===== src/rtl/jam_pkg.sv =====
// Shared definitions for the JAM job-assignment search and its cost table.
// Holds the matrix geometry, the cost type and the table FSM encoding.
package jam_pkg;

    localparam int unsigned N      = 8;
    localparam int unsigned COST_W = 7;
    localparam int unsigned SUM_W  = 10;
    localparam int unsigned IDX_W  = $clog2(N);
    localparam int unsigned ADDR_W = 2 * IDX_W;

    typedef logic [COST_W-1:0] cost_t;
    typedef logic [1:0]        state_t;

    localparam state_t LOAD  = 2'd0;
    localparam state_t DONE  = 2'd1;
    localparam state_t READY = 2'd2;

    function automatic cost_t cost_min(input cost_t a, input cost_t b);
        return (a < b) ? a : b;
    endfunction

endpackage


===== src/rtl/jam_cost_mem.sv =====
// N*N x COST_W cost storage: one synchronous write port, one asynchronous read port.
// The array has no reset; validity is tracked by the table FSM.
module jam_cost_mem
    import jam_pkg::*;
(
    input  logic              CLK,
    input  logic              we,
    input  logic [ADDR_W-1:0] waddr,
    input  cost_t             wdata,
    input  logic [ADDR_W-1:0] raddr,
    output cost_t             rdata
);

    cost_t mem [N*N];

    always_ff @(posedge CLK) begin
        if (we) begin
            mem[waddr] <= wdata;
        end
    end

    assign rdata = mem[raddr];

endmodule


===== src/rtl/jam_cost_table.sv =====
// Cost matrix loader and lookup for JAM: streams in an NxN matrix, computes the
// sum of row minima as a lower bound, and holds JAM in reset until the table is whole.
module jam_cost_table
    import jam_pkg::*;
(
    input  logic             CLK,
    input  logic             RST,
    input  logic             reload,
    input  logic             in_valid,
    output logic             in_ready,
    input  cost_t            in_data,
    input  logic [IDX_W-1:0] W,
    input  logic [IDX_W-1:0] J,
    output cost_t            Cost,
    output logic             table_ready,
    output logic             jam_rst,
    output logic [SUM_W-1:0] row_min_sum
);

    state_t            state_q;
    logic [ADDR_W-1:0] k_q;
    cost_t             cur_min_q;
    logic [SUM_W-1:0]  acc_q;
    logic [SUM_W-1:0]  row_min_sum_q;
    logic              table_ready_q;
    logic              jam_rst_q;

    logic  accept;
    logic  we;
    logic  row_last;
    logic  last;
    cost_t min_base;
    cost_t new_min;
    cost_t rdata;

    assign in_ready = (state_q == LOAD);
    assign accept   = in_valid && in_ready;
    assign we       = accept && !reload;
    assign row_last = &k_q[IDX_W-1:0];
    assign last     = &k_q;

    // First entry of a row compares against all-ones so it is always taken.
    assign min_base = (k_q[IDX_W-1:0] == '0) ? '1 : cur_min_q;
    assign new_min  = cost_min(min_base, in_data);

    jam_cost_mem u_mem (
        .CLK   (CLK),
        .we    (we),
        .waddr (k_q),
        .wdata (in_data),
        .raddr ({W, J}),
        .rdata (rdata)
    );

    assign Cost        = table_ready_q ? rdata : '0;
    assign table_ready = table_ready_q;
    assign jam_rst     = jam_rst_q;
    assign row_min_sum = row_min_sum_q;

    always_ff @(posedge CLK or posedge RST) begin
        if (RST) begin
            state_q       <= LOAD;
            k_q           <= '0;
            cur_min_q     <= '1;
            acc_q         <= '0;
            row_min_sum_q <= '0;
            table_ready_q <= 1'b0;
            jam_rst_q     <= 1'b1;
        end else if (reload) begin
            // Reload beats a simultaneous accept; the entry is dropped.
            state_q       <= LOAD;
            k_q           <= '0;
            acc_q         <= '0;
            row_min_sum_q <= '0;
            table_ready_q <= 1'b0;
            jam_rst_q     <= 1'b1;
        end else begin
            case (state_q)
                LOAD: begin
                    if (accept) begin
                        cur_min_q <= new_min;
                        if (row_last) begin
                            acc_q <= acc_q + SUM_W'(new_min);
                        end
                        if (last) begin
                            state_q <= DONE;
                        end else begin
                            k_q <= k_q + ADDR_W'(1);
                        end
                    end
                end
                DONE: begin
                    row_min_sum_q <= acc_q;
                    table_ready_q <= 1'b1;
                    jam_rst_q     <= 1'b0;
                    state_q       <= READY;
                end
                READY: ;
                default: state_q <= LOAD;
            endcase
        end
    end

endmodule

===== config.mk =====
export PLATFORM = sky130hd
export DESIGN_NAME = jam_cost_table
export DESIGN_NICKNAME = d
export VERILOG_FILES = /design/src/rtl/jam_pkg.sv /design/src/rtl/jam_cost_mem.sv /design/src/rtl/jam_cost_table.sv
export SDC_FILE = /design/constraint.sdc
export NUM_CORES = 1
export LEC_CHECK = 0
export BUFFER_PORTS_ARGS = -buffer_cell sky130_fd_sc_hd__buf_2
export CAP_MARGIN = 20
export CORE_ASPECT_RATIO = 0.7
export CORE_UTILIZATION = 50
export CTS_CLUSTER_DIAMETER = 30
export DETAILED_ROUTE_END_ITERATION = 8
export GPL_TIMING_DRIVEN = 0
export PLACE_DENSITY = 0.67
export SLEW_MARGIN = 10
export SYNTH_ARGS = -nofsm -noshare
export SYNTH_HDL_FRONTEND = slang
export SYNTH_SLANG_ARGS = --single-unit

===== constraint.sdc =====
create_clock -name CLK -period 5.5 [get_ports CLK]
set_clock_uncertainty 0.15 [all_clocks]
set_input_delay 1.375 -clock CLK [delete_from_list [all_inputs] [get_ports CLK]]
set_output_delay 1.375 -clock CLK [all_outputs]
set_load 0.1 [all_outputs]

Word level (Yosys, flattened, before mapping)
Memories as Yosys holds them, arrays and structs flattened.
Cells that the tools add are included.

cells by class
  $add $sub $neg = 2
  $lt $le $gt $ge = 1
  equality and inequality tests = 6
  muxes and demuxes = 23
  bitwise gates (word level) = 1
  reduce and logical (&&, ||, !) cells = 15

operators by type and width
  cell                                            number
  2-to-1 mux 10 bit                               6
  2-to-1 mux 6 bit                                4
  2-to-1 mux 7 bit                                3
  AND reduction 3 bit                             5
  adder 10 x 7 -> 10 bit                          1
  nonzero test 2 bit                              4
  < comparator 7 bit                              1
  adder 6 x 1 -> 6 bit (second input constant)    1
  2-to-1 mux 1 bit                                6
  2-to-1 mux 2 bit                                3
  != test 3 x 2 -> 1 bit (second input constant)  2
  one-hot mux 2 bit (3 select lines)              1
  AND reduction 6 bit                             1
  != test 2 bit (second input constant)           2
  logical NOT 3 bit                               1
  == test 2 x 1 -> 1 bit (second input constant)  1
  == test 2 bit (second input constant)           1
  logical AND 1 bit                               2
  logical NOT 2 bit                               1
  logical NOT 1 bit                               1
  NOT 1 bit                                       1

word-level totals
  register bits after elaboration = 37
  memory bits (writable) = 448
  output and inout bits = 20
  logic and storage cells = 56
  memories = 1

memory list
  name       words  width  rd ports  clocked after memory_dff  write ports  line                source
  u_mem.mem  64     7      1         0                         1            jam_cost_mem.sv:14  cost_t mem [N*N];

Logic depth before layout (Yosys ltp)
  depth after elaboration = 9
  mapped depth = 18
  gate-level depth less buffers = 17

By module
A second synthesis with hierarchy kept.

second synthesis, totals
  cells, all modules = 1051
  area total of the unflattened synthesis = 19735.2 um^2

modules (own cells, without submodules)
  module          times used  cells an instance  area each (um^2)  seq. area each (um^2)
  jam_cost_mem    1           820                17495.5           13452.9
  jam_cost_table  1           231                2239.6            935.9

Worst setup path after synthesis
OpenSTA, ideal clock, no wires.

  path kind = input port to output port
  start = in J[1]
  end = out Cost[6]
  data arrival time = 3812 ps
  slack = 163 ps
  cell stages on the path = 7
  path through = buf_4 > buf_4 > buf_4 > mux4_2 > o22ai_1 > o21bai_1 > o211ai_1

between the ends
  longest elaborated chain between the ends = 2

ends and longest elaborated chain
  item                 line                  source
  start: declaration   jam_cost_table.sv:13  input logic [IDX_W-1:0] J,
  memory (64 x 7 bit)  --
  2-to-1 mux 7 bit     jam_cost_table.sv:55  assign Cost = table_ready_q ? rdata : '0;
  end: declaration     jam_cost_table.sv:14  output cost_t Cost,

No other way between the ends.

Worst setup path in the final report
  start = in J[1]
  end = out Cost[2]

Same word-level chain as after synthesis.

==> metrics.md <==
| Metric | Value |
|---|---|
| Status | complete, but fails checks |
| Failing checks | setup timing |
| RSZ-0062 raised after global routing | false |
| Most used cell, CP | buf_4 |
| Setup WS post-layout | -0.0161 ns |
| Arrival time worst endpoint | 3.99 ns |
| Final GP Congestion | 0.985 |
| Largest net degree at the start of global routing | 67 |
| Leading area contributor after synthesis | edfxtp_1 |
| Die area | 40200 µm² |
| Worst-path fanout max | 10 |
| DR vias/cell | 6.25 |
| Power density cells | 407 nW/µm² |
| Detailed Route WL | 51.6 mm |
| Relative slew slack | 25.3% |
| Count of standard-cell rows | 60 |
| FFs w/ async S/R, synth | 7.63% |
| Synth cell types | 61 |
| Slew Limit Fails | 0 |
| Total of max-cap violations | 0 |
| Initial Util | 51.0% |
| Nets | 1229 |
| Post-synthesis register bit count | 485 |
| H-tree depth | 3 |
| Yosys top cell area share | 68.2% |
| PostCTS Resize Cnt | 2 |
| Clock slew at reported path FFs | 0.05 ns |
| Syn Area/Cell | 18.3 µm² |
| Dpl cell area | 20600 µm² |
| Top achievable clock speed | 181 MHz |
| Synth Instances | 1080 |
| Grt ovf | 0 |
| ANT cells | 0 |
| Post-synthesis sequential area ratio | 73.0% |
| Hold Vio Cnt, Final | 0 |
| Final setup viols | 1 |
| Design Power | 0.00947 W |
| Worst slew pin tran | 1.12 ns |
| Remaining DRCs | 0 |
| Minimum clock period | 5.52 ns |
| Share of layout cells above drive strength 1 | 25.4% |
| EDFF count, synth | 448 |
| Num CTS Buffers | 77 |
| Worst min path class | reg2reg |
| Critical path class | in2out |
| Syn_nets | 1114 |
| Die Width | 239 µm |
| Finished Cell Area | 23300 µm² |
| First-pass GRT wire length | 74.6 mm |
| CORE AREA | 38700 µm² |
| Synth Warn # | 0 |
| Root Driver | clkbuf_16 |
| CP Capture Type | primary output |
| IO Count | 37 |
| Die height | 168 µm |
| Synth top area cells | edfxtp_1 68%, mux4_2 11%, dfrtp_1 3.7%, nor2_1 1.9%, mux2i_1 1.1% |
| Synth Flop Type | edfxtp_1 |
| Port Buf Inserts | 33 |
| Deepest clock path buffer count | 3 |
| Tot GR Track Use | 26.5% |
| Hold Buf Count CTS | 0 |
| Lkg Pwr | 7.77 nW |
| Area of the mapped netlist | 19700 µm² |
| Slowest library cell on the worst path | mux4_2 |
| CTS Sinks | 485 |
| Wire per inst | 28.9 µm |
| Most frequent cells in the layout | 448 x edfxtp_1, 100 x mux4_2, 98 x nor2_1, 79 x clkbuf_16, 55 x nand2_1 |
| DR iter-0 viols | 1857 |
| Initial antenna violation count | 1 |
| Vias in the first global route | 10600 |
| WP data required | 3.97 ns |
| Area Growth Syn to Fin | 18.1% |
| CTS tree | done |
| DR vias | 11200 |
| Period utilisation layout | 100% |
| Crit-path cells | buf_4 -> buf_4 -> buf_2 -> mux4_2 -> o22ai_1 -> nor3_1 -> nor2_1 -> nand2_1 -> clkbuf_4 |
| Worst VDD drop | 334 µV |
| Critical Path Start Type | primary input |
| Clk_lat worst skew | 0.59 ns |
| First drt pass iteration count | 5 |
| DPL Wire Length | 33.3 mm |
| Most common cell after layout, fill and taps aside | edfxtp_1 |
| Post-route ant nets | 0 |
| CP peak stage delay | 0.41 ns |
| Postcts setup bufs | 0 |
| Final-layout fill cell count | 2780 |
-- path summary, 6_finish.rpt --
| path | start | end | slack, ns | cells after the start |
|---|---|---|---|---|
| worst max-delay path | J[1] | Cost[2] | -0.02 | 9 |
| min in group asynchronous | RST | row_min_sum[2] | 0.79 | 2 |
| worst min register to register | jam_rst | jam_rst | 0.31 | 2 |
| worst max register to register | k_q[0] | acc_q[8] | 0.84 | 18 |
| worst min-delay path | jam_rst | jam_rst | 0.31 | 2 |
| max in group asynchronous | RST | acc_q[4] | 3.90 | 2 |
-- metrics by stage --
stage	utilization, %	setup TNS, ns	hold slack, ns	worst slack, ns	std cells
after floorplan	-	0	0.343	0.163	1080
after global placement	53.1	-2.38	0.294	-0.565	1640
after detailed placement	53.3	-3.47	0.301	-0.715	1643
after CTS	60.1	0	0.310	0.0316	1785
after global routing	60.2	0	0.341	0.0218	1785
final	60.2	-0.0161	0.307	-0.0161	1785
-- routing by layer --
metal  wire [µm]  track usage, %  up-vias
li1            -               -     4624
met1       22700            42.7     5740
met2       21300            34.8      716
met3        6630            7.76       72
met4        1040            7.25        0
met5           0               0        -
-- synthesized netlist by cell type, types with 4 or more instances --
master      n
clkbuf_1   17
buf_2      16
nand2_1    55
buf_4      14
mux4_1      6
a21oi_1    30
o22ai_1    16
mux2_2      5
o21ai_0    14
dfstp_2     8
o32a_1      7
mux2i_1    22
or3_1       8
nor2_1     98
nand4_1     8
mux4_2    100
o221ai_1    7
and3_1      4
ha_1       16
a31oi_1     5
and2_1      4
nand3_1    24
nand2b_1   12
xor2_1      4
edfxtp_1  448
dfrtp_1    29
inv_1      17
nor3_1      7
a22oi_1    12
nor2b_1    10
o211ai_1    4
-- worst max-delay path: cells and delay by family --
| kind | cells | cell delay [ns] |
|---|---|---|
| AND/OR/NAND/NOR | 3 | 0.55 |
| multiplexers | 1 | 0.41 |
| AO/OA/AOI/OAI | 1 | 0.38 |
| buffers and inverters | 4 | 1.26 |
-- where the power goes --
part / leakage, nW / switching [W] / internal (W)
Combinational: 1.99 / 0.000341 / 0.000181
Clock: 1.27 / 0.00179 / 0.00308
Sequential: 4.51 / 0.0000126 / 0.00406
-- flip-flops by register name, summed over array words and instances, names as in the netlist --
register     cells
state_q          2
cur_min_q        7
table_ready      1
k_q              6
acc_q           10
jam_rst          1
u_mem.mem      448
row_min_sum     10
-- cell type report --
type,instances,area (µm²),share of cell area (%)
flip-flops and latches,485,14400,61.8
well taps,527,659,2.83
multi-input cells,524,4950,21.3
clock buffers,89,2020,8.70
inverters,17,63.8,0.274
repair buffers,37,268,1.15
plain buffers,53,312,1.34
clock inverters,53,608,2.61
-- cells by family after synthesis --
logic type | synth area share, %
flip-flops | 73.0
AND/OR/NAND/NOR | 5.73
XOR/XNOR | 0.311
AO/OA/AOI/OAI | 4.30
buffers and inverters | 1.92
multiplexers | 13.6
adder cells (fa/ha/maj) | 1.12
No activity file was read; power rests on OpenSTA's default activity.
